## src/rtl/fifo_uart_tx.sv

```systemverilog
// FIFO-fed asynchronous serial transmitter: start bit, WIDTH data bits LSB first,
// optional even parity (define UART_TX_PARITY_EN), STOP_BITS stop bits.
module fifo_uart_tx #(
    parameter int WIDTH        = 8,
    parameter int CLKS_PER_BIT = 16,   // must be >= 2
    parameter int STOP_BITS    = 1     // 1 or 2
) (
    input  logic             clk,
    input  logic             reset,
    input  logic [WIDTH-1:0] fifo_q,
    input  logic             fifo_ready,
    output logic             fifo_pop,
    input  logic             cts,
    output logic             txd,
    output logic             busy,
    output logic             done
);

    localparam int DIV_W = (CLKS_PER_BIT > 2) ? $clog2(CLKS_PER_BIT) : 1;
    localparam int CNT_W = (WIDTH > 2) ? $clog2(WIDTH) : 1;
    localparam logic [DIV_W-1:0] DIV_LOAD  = DIV_W'(CLKS_PER_BIT - 1);
    localparam logic [CNT_W-1:0] LAST_DATA = CNT_W'(WIDTH - 1);
    localparam logic [CNT_W-1:0] LAST_STOP = CNT_W'(STOP_BITS - 1);

    typedef enum logic [2:0] {
        IDLE,
        START,
        DATA,
`ifdef UART_TX_PARITY_EN
        PARITY,
`endif
        STOP
    } state_t;

    state_t           state_reg, state_next;
    logic [DIV_W-1:0] div_reg, div_next;
    logic [CNT_W-1:0] bit_reg, bit_next;
    logic [WIDTH-1:0] shift_reg, shift_next;
    logic             txd_reg, txd_next;
    logic             busy_reg, busy_next;
    logic             done_reg, done_next;
    logic             pop;
    logic             bit_end;

`ifdef UART_TX_PARITY_EN
    logic parity_reg;

    always_ff @(posedge clk or negedge reset) begin
        if (!reset)
            parity_reg <= 1'b0;
        else if (pop)
            parity_reg <= ^fifo_q;
    end
`endif

    assign bit_end = (div_reg == '0);

    always_comb begin
        state_next = state_reg;
        div_next   = div_reg;
        bit_next   = bit_reg;
        shift_next = shift_reg;
        pop        = 1'b0;
        case (state_reg)
            IDLE: begin
                pop = fifo_ready & cts;
                if (pop) begin
                    shift_next = fifo_q;
                    div_next   = DIV_LOAD;
                    state_next = START;
                end
            end
            START: begin
                div_next = bit_end ? DIV_LOAD : div_reg - DIV_W'(1);
                if (bit_end) begin
                    bit_next   = '0;
                    state_next = DATA;
                end
            end
            DATA: begin
                div_next = bit_end ? DIV_LOAD : div_reg - DIV_W'(1);
                if (bit_end) begin
                    if (bit_reg == LAST_DATA) begin
                        bit_next   = '0;
`ifdef UART_TX_PARITY_EN
                        state_next = PARITY;
`else
                        state_next = STOP;
`endif
                    end else begin
                        bit_next   = bit_reg + CNT_W'(1);
                        shift_next = shift_reg >> 1;
                    end
                end
            end
`ifdef UART_TX_PARITY_EN
            PARITY: begin
                div_next = bit_end ? DIV_LOAD : div_reg - DIV_W'(1);
                if (bit_end)
                    state_next = STOP;
            end
`endif
            STOP: begin
                // bit_reg counts stop bits here; the divider stays at 0 on return to IDLE
                if (bit_end) begin
                    if (bit_reg == LAST_STOP) begin
                        bit_next   = '0;
                        state_next = IDLE;
                    end else begin
                        bit_next = bit_reg + CNT_W'(1);
                        div_next = DIV_LOAD;
                    end
                end else begin
                    div_next = div_reg - DIV_W'(1);
                end
            end
            default: state_next = IDLE;
        endcase

        // Registered outputs are decoded from the state being entered.
        txd_next = 1'b1;
        case (state_next)
            START:   txd_next = 1'b0;
            DATA:    txd_next = shift_next[0];
`ifdef UART_TX_PARITY_EN
            PARITY:  txd_next = parity_reg;
`endif
            default: txd_next = 1'b1;
        endcase
        busy_next = (state_next != IDLE);
        done_next = (state_next == STOP) && (div_next == '0) && (bit_next == LAST_STOP);
    end

    always_ff @(posedge clk or negedge reset) begin
        if (!reset) begin
            state_reg <= IDLE;
            div_reg   <= '0;
            bit_reg   <= '0;
            shift_reg <= '0;
            txd_reg   <= 1'b1;
            busy_reg  <= 1'b0;
            done_reg  <= 1'b0;
        end else begin
            state_reg <= state_next;
            div_reg   <= div_next;
            bit_reg   <= bit_next;
            shift_reg <= shift_next;
            txd_reg   <= txd_next;
            busy_reg  <= busy_next;
            done_reg  <= done_next;
        end
    end

    assign fifo_pop = pop & reset;
    assign txd      = txd_reg;
    assign busy     = busy_reg;
    assign done     = done_reg;

endmodule

```

## config.mk

```make
export PLATFORM = sky130hd
export DESIGN_NAME = fifo_uart_tx
export DESIGN_NICKNAME = d
export VERILOG_FILES = /design/src/rtl/fifo_uart_tx.sv
export SDC_FILE = /design/constraint.sdc
export NUM_CORES = 1
export LEC_CHECK = 0
export ABC_AREA = 0
export BUFFER_PORTS_ARGS = -buffer_cell sky130_fd_sc_hd__buf_2
export CORE_AREA = 2 2 47 49
export DETAILED_ROUTE_END_ITERATION = 6
export DIE_AREA = 0 0 49 51
export PLACE_DENSITY = 0.92
export SETUP_SLACK_MARGIN = 0.4
export SKIP_LAST_GASP = 1
export SLEW_MARGIN = 5
export SYNTH_ARGS = -nofsm -noshare
export SYNTH_HDL_FRONTEND = slang
export SYNTH_SLANG_ARGS = --single-unit
```

## constraint.sdc

```tcl
create_clock -name clk -period 4.6 [get_ports clk]
set_input_delay 0.69 -clock clk [delete_from_list [all_inputs] [get_ports clk]]
set_output_delay 0.69 -clock clk [all_outputs]
set_load 0.01 [all_outputs]
```

==> impl_metrics.csv, run 1 <==
group,metric,value,unit
logic_synthesis,netlist_top_cells_area,"dfrtp_1 (44%), a222oi_1 (6.2%), ha_1 (4.4%), inv_1 (4.0%), nor3b_2 (3.3%)",
drt,starting_drt_drc_count,56,
drt,wirelength,2110,µm
clocking,cts_tree,"done",
global_routing,global_route.usage.met2,29.9,%
setup_path,cp_cell_sequence,"nor4_1 -> buf_4 -> and2_1 -> buf_2",
timing,final.setup_skew,1.37,ps
global_routing,gr-max-usage-layer,"met2",
clocking,cts_max_path_buffers,2,
timing,rsz0062_at_grt,"false",
clocking,worst_setup_hold_path_clk_slew,110,ps
flow_run,maxCapViolations,0,
setup_path,cp-end-kind,"primary output",
drt,post_drt_via_cell_ratio,5.77,
logic_synthesis,syn-mean-instance-area,10.8,µm²
drt,routed_wire_length_per_instance,14.2,µm
logic_synthesis,post-synth-top-area-cell,"dfrtp_1",
final_layout,area_occupied_by_registers,527,µm²
final_layout,design_area,1240,µm²
drt,post_route_drc,0,
place,place_worst_setup_slack,2390,ps
global_routing,use_met1,25.5,%
global_routing,grt_pass1_wl,3550,µm
setup_path,worstReg2RegStart,"div_reg[0]$_DFF_PN0_",
hold_path,timing.hold.worst.class,"input port to async pin",
drt,via_count,859,
setup_path,critical_path_arrival,1650,ps
final_layout,syn_to_final_growth,9.83,%
global_routing,overall_global_routing_resource_usage,18.8,%
logic_synthesis,post_synthesis_instance_area,1130,µm²
clocking,numCtsBuffers,3,
logic_synthesis,post_synth_net_total,121,
setup_path,max_stage_delay,530,ps
clocking,post-cts-setup-buffer-count,0,
setup_path,rrSetupSlack,2320,ps
clocking,cts_repair_resize_count,0,
logic_synthesis,synth_async_sr_flop_share,100,%
setup_path,required,3910,ps
outcome,status,"finished, final reports clean",
final_layout,layout-drive-gt1-share,26.4,%
setup_path,rr_worst_depth,7,
timing,clock.fmax,0.427,GHz
logic_synthesis,post_synth_inst_count,105,
floorplanning,die_area,2500,µm²
final_layout,fillCellCount,187,
logic_synthesis,synth_top_flop_cell,"dfrtp_1",
place,hpwlAfterDp,1610,µm
logic_synthesis,synth_enable_flop_cells,0,
clocking,cts_hold_buffers,0,
setup_path,critPathMaxFanout,13,
setup_path,crit_path_top_delay_cell,"dfrtp_1",
clocking,cts_max_level,1,
place,gp_congestion,0.900,
timing,tns,0,ps
logic_synthesis,synth.lib_cells_used.distinct,44,
logic_synthesis,seq_area_frac_synth,46.5,%
place,dpl-instance-area,1220,µm²
floorplanning,row_count,17,
final_layout,flip_flop_count_of_the_largest_register_all_copies_and_words_added,8,
clocking,worstSkewPairLatency,290,ps
setup_path,worst_r2r_endpoint,"txd$_DFF_PN1_",
logic_synthesis,yosys.area.top_type_share,44.2,%
global_routing,groute.layer.met3.usage,2.05,%
floorplanning,die_width,49,µm
timing,setup_viol_count_final,0,
drt,route.antenna.remaining_nets,0,
final_layout,finish.utilization,60.3,%
floorplanning,chipHeight,51,µm
timing,fraction_of_the_cycle_the_final_worst_path_needs,50.9,%
clocking,clockRootBuffer,"clkbuf_4",
global_routing,vias_in_the_first_global_route,779,
final_layout,final_nets,138,
floorplanning,fp.coreArea,2060,µm²
timing,timing.final.ws_setup,2260,ps
setup_path,worstSetupStartpointType,"flip-flop",
power,powerDensity,303,nW/µm²
place,port_buffers,15,
power,total_leakage_power,0.000571,µW
timing,timing.final.max_slew_violations,0,
timing,finalCriticalPeriod,2340,ps
final_layout,n_antenna_cell,0,
global_routing,globalRouteOverflowTotal,0,
logic_synthesis,synth_seq_cells,21,
drt,first_pass_iters,6,
global_routing,largest_net_degree_at_the_start_of_global_routing,23,
clocking,cts_sinks,21,
timing,final_hold_viol_count,0,
final_layout,area_of_the_multi_input_gates,527,µm²
logic_synthesis,yosys_warnings,0,
setup_path,crit_type,"flip-flop to primary output",
power,vdd_drop_max,0.000281,V
floorplanning,initial_core_utilization,54.9,%
global_routing,grt_antenna_before_repair,0,
floorplanning,design.portCount,16,
[synthesized netlist by cell type, drive strengths merged (2+ instances only)]
cell	count
o21ai	4
and2	3
a21o	2
ha	4
buf	3
a222oi	7
nor3b	3
inv	12
nand2	6
nor4	3
nor3	2
a21oi	4
nor2	5
o21ba	2
dfrtp	20
nand3	3
[worst max-delay path: cells and delay by family, from the launching register on]
| family | cells | cell delay (ps) |
|---|---|---|
| flip-flops | 1 | 530 |
| AND/OR/NAND/NOR | 2 | 470 |
| buffers and inverters | 2 | 350 |
[power breakdown]
part	total (µW)	leakage [µW]	internal, µW	switching [µW]
Sequential	228	0.000257	208	20.2
Combinational	62.1	0.000297	30.6	31.5
Clock	86.3	0.0000177	32.3	54.0
Total	377	0.000571	271	106
[logic make-up after synthesis]
| kind of cell | after synthesis | share of synthesized area (%) |
|---|---|---|
| AOI/OAI and AO/OA | 28 | 19.9 |
| adders and majority gates | 4 | 4.42 |
| buffers and inverters | 16 | 6.96 |
| DFF | 21 | 46.5 |
| other | 1 | 0.331 |
| and+or+nand+nor | 35 | 21.9 |
[placed cells by master (no fill, tap or decap), drive strengths merged, types with 2 or more instances in the layout]
master	Yosys	routed
inv	12	12
a21o	2	2
nor2	5	5
nor3	2	2
nor3b	3	3
nor4	3	3
and2	3	3
dfrtp	20	20
nand3	3	3
buf	3	16
clkbuf	1	3
o21ai	4	4
a222oi	7	7
o21ba	2	2
a21oi	4	4
nand2	6	6
ha	4	4
[layout make-up]
type / instances / area share [%]
Inverter: 12 / 3.62
Tap cell: 28 / 2.82
Multi-Input combinational cell: 68 / 42.4
Clock buffer: 3 / 1.81
Clock inverter: 1 / 0.402
Timing Repair Buffer: 16 / 6.64
Sequential cell: 21 / 42.4
[through the flow]
stage	power, µW	std cells	hold slack, ps
finish	377	149	327
global route	399	149	352
CTS	379	149	337
detailed placement	294	145	479
global placement	289	145	473
floorplan	272	105	394
[layer usage]
layer  vias to the layer above  share of wire, %
met5                         -                 0
met4                         0               2.7
met3                         6               5.3
met2                        32                49
met1                       400                43
li1                        421                 -
[how the worst max path moves through the flow]
stage                           start  endpoint  slack [ps]  cells after the start
6_report       state_reg[0]$_DFF_PN0_  fifo_pop        2260                      4
5_1_grt        state_reg[0]$_DFF_PN0_  fifo_pop        2120                      4
4_1_cts        state_reg[0]$_DFF_PN0_  fifo_pop        2250                      4
3_5_place_dp               fifo_ready  fifo_pop        2390                      6
3_3_place_gp               fifo_ready  fifo_pop        2410                      6
2_1_floorplan              fifo_ready  fifo_pop        2300                      4
No activity file was read; power rests on OpenSTA's default activity.
==> run 2, diff against run 1 <==
- CORE_AREA: 2 2 47 49 -> 2 2 51 53
- DIE_AREA: 0 0 49 51 -> 0 0 53 55
- PLACE_DENSITY: 0.92 -> 0.84
- clock period: 4.6 -> 2 ns (I/O delays scaled with it)
==> run 2 against run 1 <==
Against the previous run:
- clock skew is 6.6 ps higher
- critical path depth is 3 higher
- sequential power is 130% higher
- non-clock buffer count is 17 higher
- global-route usage is 1.1 points higher
- die area is 17% higher
- worst hold slack worse by 120 ps
- setup slack worse by 2200 ps
- final cell count is 13% higher
- count of clock-buffer cells in the layout is 1 higher
- largest cell class is now multi-input gates
==> impl_metrics.csv, run 2 (synthesized netlist as in run 1, its figures left out) <==
group,metric,value,unit
outcome,status,"finished, final reports clean",
timing,timing.final.max_slew_violations,0,
setup_path,max_stage_delay,420,ps
setup_path,worstSetupStartpointType,"flip-flop",
drt,routed_wire_length_per_instance,16.8,µm
global_routing,grt_pass1_wl,4200,µm
final_layout,mostFrequentLayoutCell,"dfrtp_1",
power,post-layout-total-power,959,µW
timing,final_hold_viol_count,0,
floorplanning,initial_core_utilization,47.9,%
floorplanning,die_area,2920,µm²
floorplanning,chipHeight,55,µm
clocking,cts_sinks,21,
setup_path,critPathMaxFanout,7,
final_layout,syn_to_final_growth,29.9,%
timing,rsz0062_at_grt,"true",
place,gp_congestion,0.895,
timing,clock.fmax,0.507,GHz
global_routing,overall_global_routing_resource_usage,19.8,%
drt,post_route_drc,0,
timing,finalCriticalPeriod,1970,ps
setup_path,critical_path_arrival,2210,ps
floorplanning,design.portCount,16,
timing,fraction_of_the_cycle_the_final_worst_path_needs,98.7,%
hold_path,hold-path-cell-count,3,
final_layout,flip_flop_count_of_the_largest_register_all_copies_and_words_added,8,
setup_path,cp_cell_sequence,"inv_2 -> ha_4 -> or3b_4 -> nor3b_4 -> o21ai_4 -> a222oi_1 -> a31oi_1",
setup_path,crit_type,"flip-flop to flip-flop",
power,vdd_drop_max,0.000627,V
global_routing,largest_net_degree_at_the_start_of_global_routing,22,
clocking,cts_max_path_buffers,2,
drt,post_drt_via_cell_ratio,5.92,
place,hpwlAfterDp,1720,µm
clocking,cts_max_level,1,
clocking,worst_setup_hold_path_clk_slew,110,ps
drt,via_count,994,
setup_path,crit_path_top_delay_cell,"dfrtp_1",
drt,route.antenna.remaining_nets,0,
clocking,numCtsBuffers,3,
power,total_leakage_power,0.000678,µW
final_layout,layout-drive-gt1-share,45.7,%
power,powerDensity,652,nW/µm²
floorplanning,die_width,53,µm
global_routing,grt_antenna_before_repair,0,
final_layout,final_nets,155,
timing,setup_viol_count_final,0,
hold_path,timing.hold.worst.class,"input port to flip-flop",
final_layout,mostFrequentLayoutCells,"dfrtp_1 (18), buf_4 (17), buf_2 (15), inv_1 (10), a222oi_1 (7)",
setup_path,cp-end-kind,"flip-flop",
place,port_buffers,15,
flow_run,maxCapViolations,0,
timing,final.setup_skew,7.97,ps
place,dpl.cell_count,153,
setup_path,rr_worst_depth,7,
drt,starting_drt_drc_count,40,
global_routing,vias_in_the_first_global_route,953,
drt,wirelength,2820,µm
floorplanning,fp.coreArea,2360,µm²
global_routing,globalRouteOverflowTotal,0,
clocking,clockRootBuffer,"clkbuf_4",
floorplanning,row_count,18,
setup_path,required,2230,ps
clocking,worstSkewPairLatency,310,ps
drt,first_pass_iters,5,
clocking,cts_tree,"done",
final_layout,n_antenna_cell,0,
final_layout,final_cells,168,
==> run 2: worst paths after layout <==
| path | start | endpoint | slack (ps) |
|---|---|---|---|
| max | div_reg[0]$_DFF_PN0_ | txd$_DFF_PN1_ | 30 |
| min | fifo_q[7] | shift_reg[7]$_DFFE_PN0P_ | 200 |
| max reg2reg | div_reg[0]$_DFF_PN0_ | txd$_DFF_PN1_ | 30 |
| min reg2reg | shift_reg[7]$_DFFE_PN0P_ | shift_reg[6]$_DFFE_PN0P_ | 500 |
| max in group asynchronous | reset | txd$_DFF_PN1_ | 1200 |
| min in group asynchronous | reset | bit_reg[1]$_DFF_PN0_ | 520 |
==> run 2: layout make-up <==
type | count | area [µm²]
fill | 188 | 893
multi-input combinational | 68 | 621
sequential | 21 | 529
timing repair buffer | 33 | 213
inverter | 12 | 45.0
tap | 30 | 37.5
clock buffer | 4 | 26.3
==> run 2: critical path: cells and delay by family, from the launching register on <==
family | cells | cell delay, ps
buffers and inverters | 1 | 80
flip-flops | 1 | 420
AO/OA/AOI/OAI | 3 | 640
AND/OR/NAND/NOR | 2 | 610
adder cells (fa/ha/maj) | 1 | 140
==> run 2: layer usage <==
metal  track usage [%]  up-vias  share of wire, %
met3              2.69        9               4.9
met2              35.0       38                54
li1                  -      459                 -
met4              10.7        0               1.2
met1              23.7      488                40
met5                 0        -                 0
==> run 2: through the flow <==
step                utilization, %  setup TNS (ps)  hold slack (ps)  instance area [µm²]  setup WS [ps]
floorplan                        -               0             4.41                 1160            138
global placement              54.3               0              320                 1280           62.3
detailed placement            54.3           -40.5              321                 1280          -28.7
CTS                           59.0               0              205                 1400           11.2
global route                  62.2            -198              227                 1470          -88.6
finish                        62.2               0              205                 1470           25.8
==> run 2: repair_timing <==
action,4_1_cts,5_1_grt
setup endpoints to repair,15,15
pin swaps,10,11
endpoints found under the hold margin,20,0
hold buffers,1,0
resized for setup,6,11
buffers inserted,7,3
==> run 2: power by group <==
part,internal (µW),switching (µW)
Clock,78.0,126
Sequential,480,46.9
Combinational,117,112
Total,674,285
==> run 3, diff against run 2 <==
- ABC_AREA: 0 -> 1
- CELL_PAD_IN_SITES_DETAIL_PLACEMENT: not set -> 1
- CELL_PAD_IN_SITES_GLOBAL_PLACEMENT: not set -> 1
- CORE_AREA: 2 2 51 53 -> 2 2 63 65
- DIE_AREA: 0 0 53 55 -> 0 0 65 67
==> run 3 against run 2 <==
Against the previous run:
- final cell count rose by 56%
- non-clock buffer count increased by 3
- clock skew decreased by 6.7 ps
- count of clock-buffer cells in the layout unchanged
- sequential share of layout area shrank 6.2 points
- core utilization is 13 points lower
- largest cell class unchanged
==> impl_metrics.csv, run 3 <==
group,metric,value,unit
outcome,status,"finished, final reports clean",
setup_path,critical-path-top-cell-by-count,"nand2_1",
final_layout,flip_flop_count_of_the_largest_register_all_copies_and_words_added,8,
setup_path,critical_path_arrival,1850,ps
timing,clock.fmax,0.605,GHz
logic_synthesis,post_synth_fa_ha_maj_area_fraction,3.76,%
logic_synthesis,synth_enable_flop_cells,0,
logic_synthesis,post_synth_inst_count,175,
setup_path,max_stage_delay,420,ps
clocking,clockRootBuffer,"clkbuf_8",
drt,wirelength,3960,µm
setup_path,worstSetupStartpointType,"flip-flop",
power,total_leakage_power,0.000944,µW
drt,starting_drt_drc_count,31,
clocking,cts_max_path_buffers,2,
place,hpwlAfterDp,2440,µm
final_layout,final_cells,262,
drt,post_drt_via_cell_ratio,4.87,
logic_synthesis,syn-mean-instance-area,7.60,µm²
logic_synthesis,synth_simple_gate_area_share,38.2,%
timing,finalCriticalPeriod,1650,ps
final_layout,fillCellCount,452,
clocking,cts_tree,"done",
drt,routed_wire_length_per_instance,15.1,µm
logic_synthesis,yosys.area.top_type_share,37.6,%
global_routing,largest_net_degree_at_the_start_of_global_routing,22,
logic_synthesis,synth_top_cells_by_count,"nand2_1 (51), inv_1 (21), dfrtp_1 (20)",
drt,via_count,1275,
logic_synthesis,combinational_family_with_the_most_area_after_synthesis,"simple AND/OR/NAND/NOR gates",
setup_path,required,2200,ps
logic_synthesis,synth_top_flop_cell,"dfrtp_1",
final_layout,final_nets,231,
logic_synthesis,synth_compound_area_share,9.22,%
logic_synthesis,synth_async_sr_flop_share,100,%
final_layout,mostFrequentLayoutCell,"nand2_1",
drt,post_route_drc,0,
drt,first_pass_iters,3,
drt,route.antenna.remaining_nets,0,
global_routing,grt_antenna_before_repair,0,
global_routing,grt_pass1_wl,6000,µm
setup_path,worstReg2RegStart,"div_reg[1]$_DFF_PN0_",
clocking,worst_setup_hold_path_clk_slew,80,ps
final_layout,layout-drive-gt1-share,45.3,%
logic_synthesis,post_synth_net_total,191,
clocking,numCtsBuffers,3,
timing,timing.final.max_slew_violations,0,
floorplanning,fp.coreArea,3610,µm²
clocking,cts_hold_buffers,0,
power,vdd_drop_max,0.000404,V
logic_synthesis,post-synth-top-area-cell,"dfrtp_1",
setup_path,cp_cell_sequence,"inv_2 -> ha_4 -> nand2_4 -> nor2_4 -> nand2_1 -> nand3_1 -> nand4_1 -> nor2_1 -> nand2_1 -> nor2_2",
logic_synthesis,yosys_warnings,0,
setup_path,rrSetupSlack,350,ps
floorplanning,die_width,65,µm
place,port_buffers,15,
place,dpl.cell_count,238,
setup_path,rr_worst_depth,10,
place,gp_congestion,0.820,
timing,tns,0,ps
power,powerDensity,861,nW/µm²
timing,final_hold_viol_count,0,
logic_synthesis,netlist_top_cells_area,"dfrtp_1 (38%), nand2_1 (14%), inv_1 (5.9%), nor2_1 (5.1%), ha_1 (3.8%)",
logic_synthesis,seq_area_frac_synth,39.6,%
global_routing,vias_in_the_first_global_route,1385,
flow_run,maxCapViolations,0,
floorplanning,die_area,4360,µm²
setup_path,cp-end-kind,"flip-flop",
global_routing,use_met1,20.6,%
timing,rsz0062_at_grt,"true",
global_routing,overall_global_routing_resource_usage,18.2,%
floorplanning,row_count,22,
final_layout,mostFrequentLayoutCells,"nand2_1 (46), buf_4 (19), dfrtp_1 (18)",
final_layout,syn_to_final_growth,33.8,%
setup_path,crit_type,"flip-flop to flip-flop",
floorplanning,initial_core_utilization,36.9,%
logic_synthesis,synth.most_common_cell,"nand2_1",
hold_path,timing.hold.worst.class,"input port to async pin",
floorplanning,design.portCount,16,
timing,fraction_of_the_cycle_the_final_worst_path_needs,82.6,%
final_layout,finish.utilization,49.3,%
global_routing,groute.layer.met3.usage,2.36,%
logic_synthesis,synth_seq_cells,21,
floorplanning,chipHeight,67,µm
timing,final.setup_skew,1.32,ps
global_routing,global_route.usage.met2,34.9,%
setup_path,worst_r2r_endpoint,"done$_DFF_PN0_",
logic_synthesis,synth.lib_cells_used.distinct,25,
setup_path,critPathMaxFanout,6,
global_routing,gr-max-usage-layer,"met2",
logic_synthesis,yosys-mux-area-fraction,0,%
final_layout,n_antenna_cell,0,
timing,setup_viol_count_final,0,
clocking,cts_max_level,1,
logic_synthesis,synth_xor_xnor_area_share,0,%
global_routing,globalRouteOverflowTotal,0,
setup_path,crit_path_top_delay_cell,"dfrtp_1",
clocking,cts_sinks,21,
logic_synthesis,post_synthesis_instance_area,1330,µm²
clocking,worstSkewPairLatency,260,ps
run 3: cell count changes after synthesis, moves of 5 or more:
cell	previous run	this run
nand2_1	5	51
nor2_1	5	18
inv_1	12	21
a222oi_1	7	0
nand3_1	3	10
a22oi_1	0	6
inv_2	0	6
nand2_2	1	6
run 3: where the power goes:
| part | leakage (µW) | switching, µW | internal, µW | total (µW) |
|---|---|---|---|---|
| Clock | 0.0000228 | 139 | 142 | 281 |
| Sequential | 0.000270 | 83.4 | 499 | 582 |
| Combinational | 0.000651 | 393 | 276 | 669 |
run 3: cell type report:
cell class,instances,area [µm²],area share (%)
clock buffer,4,45.0,2.53
inverter,28,108,6.05
multi-input combinational,125,797,44.8
sequential,21,529,29.7
tap,48,60.1,3.38
timing repair buffer,36,240,13.5
run 3: how the worst max path moves through the flow:
stage | startpoint | endpoint | slack, ps | depth (start not counted)
global placement | div_reg[0]$_DFF_PN0_ | shift_reg[6]$_DFFE_PN0P_ | 320 | 9
finish | div_reg[1]$_DFF_PN0_ | done$_DFF_PN0_ | 350 | 10
detailed placement | div_reg[0]$_DFF_PN0_ | done$_DFF_PN0_ | 250 | 8
floorplan | div_reg[0]$_DFF_PN0_ | shift_reg[1]$_DFFE_PN0P_ | 470 | 9
global route | div_reg[1]$_DFF_PN0_ | done$_DFF_PN0_ | 210 | 10
CTS | state_reg[2]$_DFF_PN0_ | fifo_pop | 390 | 6
run 3: cell families (layout without fill, tap and decap cells):
group / Yosys count / in the layout
simple gates: 101 / 101
compound gates: 19 / 19
other cells: 1 / 1
buf+inv: 29 / 68
fa+ha+maj: 4 / 4
flops: 21 / 21
run 3: critical path, delay by kind of cell, from the launching register on:
kind | cells | cell delay, ps
flip-flops | 1 | 420
adder cells (fa/ha/maj) | 1 | 180
AND/OR/NAND/NOR | 8 | 890
buffers and inverters | 1 | 100
run 3: what timing repair did:
action / in CTS / in global routing
buffers inserted: 11 / 9
pin swaps: 13 / 17
setup endpoints to repair: 11 / 12
resized for setup: 19 / 21
run 3: layer usage:
| metal | part of all wire (%) | wire length, µm |
|---|---|---|
| met1 | 43 | 1690 |
| met2 | 54 | 2130 |
| met3 | 1.8 | 70 |
| met4 | 1.8 | 70 |
| met5 | 0 | 0 |
run 3: per-stage QoR:
step	power [µW]	hold WS, ps	setup WS, ps	cell area [µm²]
2_1_floorplan	921	4.41	470	1330
3_3_place_gp	1020	301	322	1460
3_5_place_dp	1040	300	249	1460
4_1_cts	1400	15.9	394	1640
5_1_grt	1640	41.5	205	1780
6_report	1530	12.5	348	1780
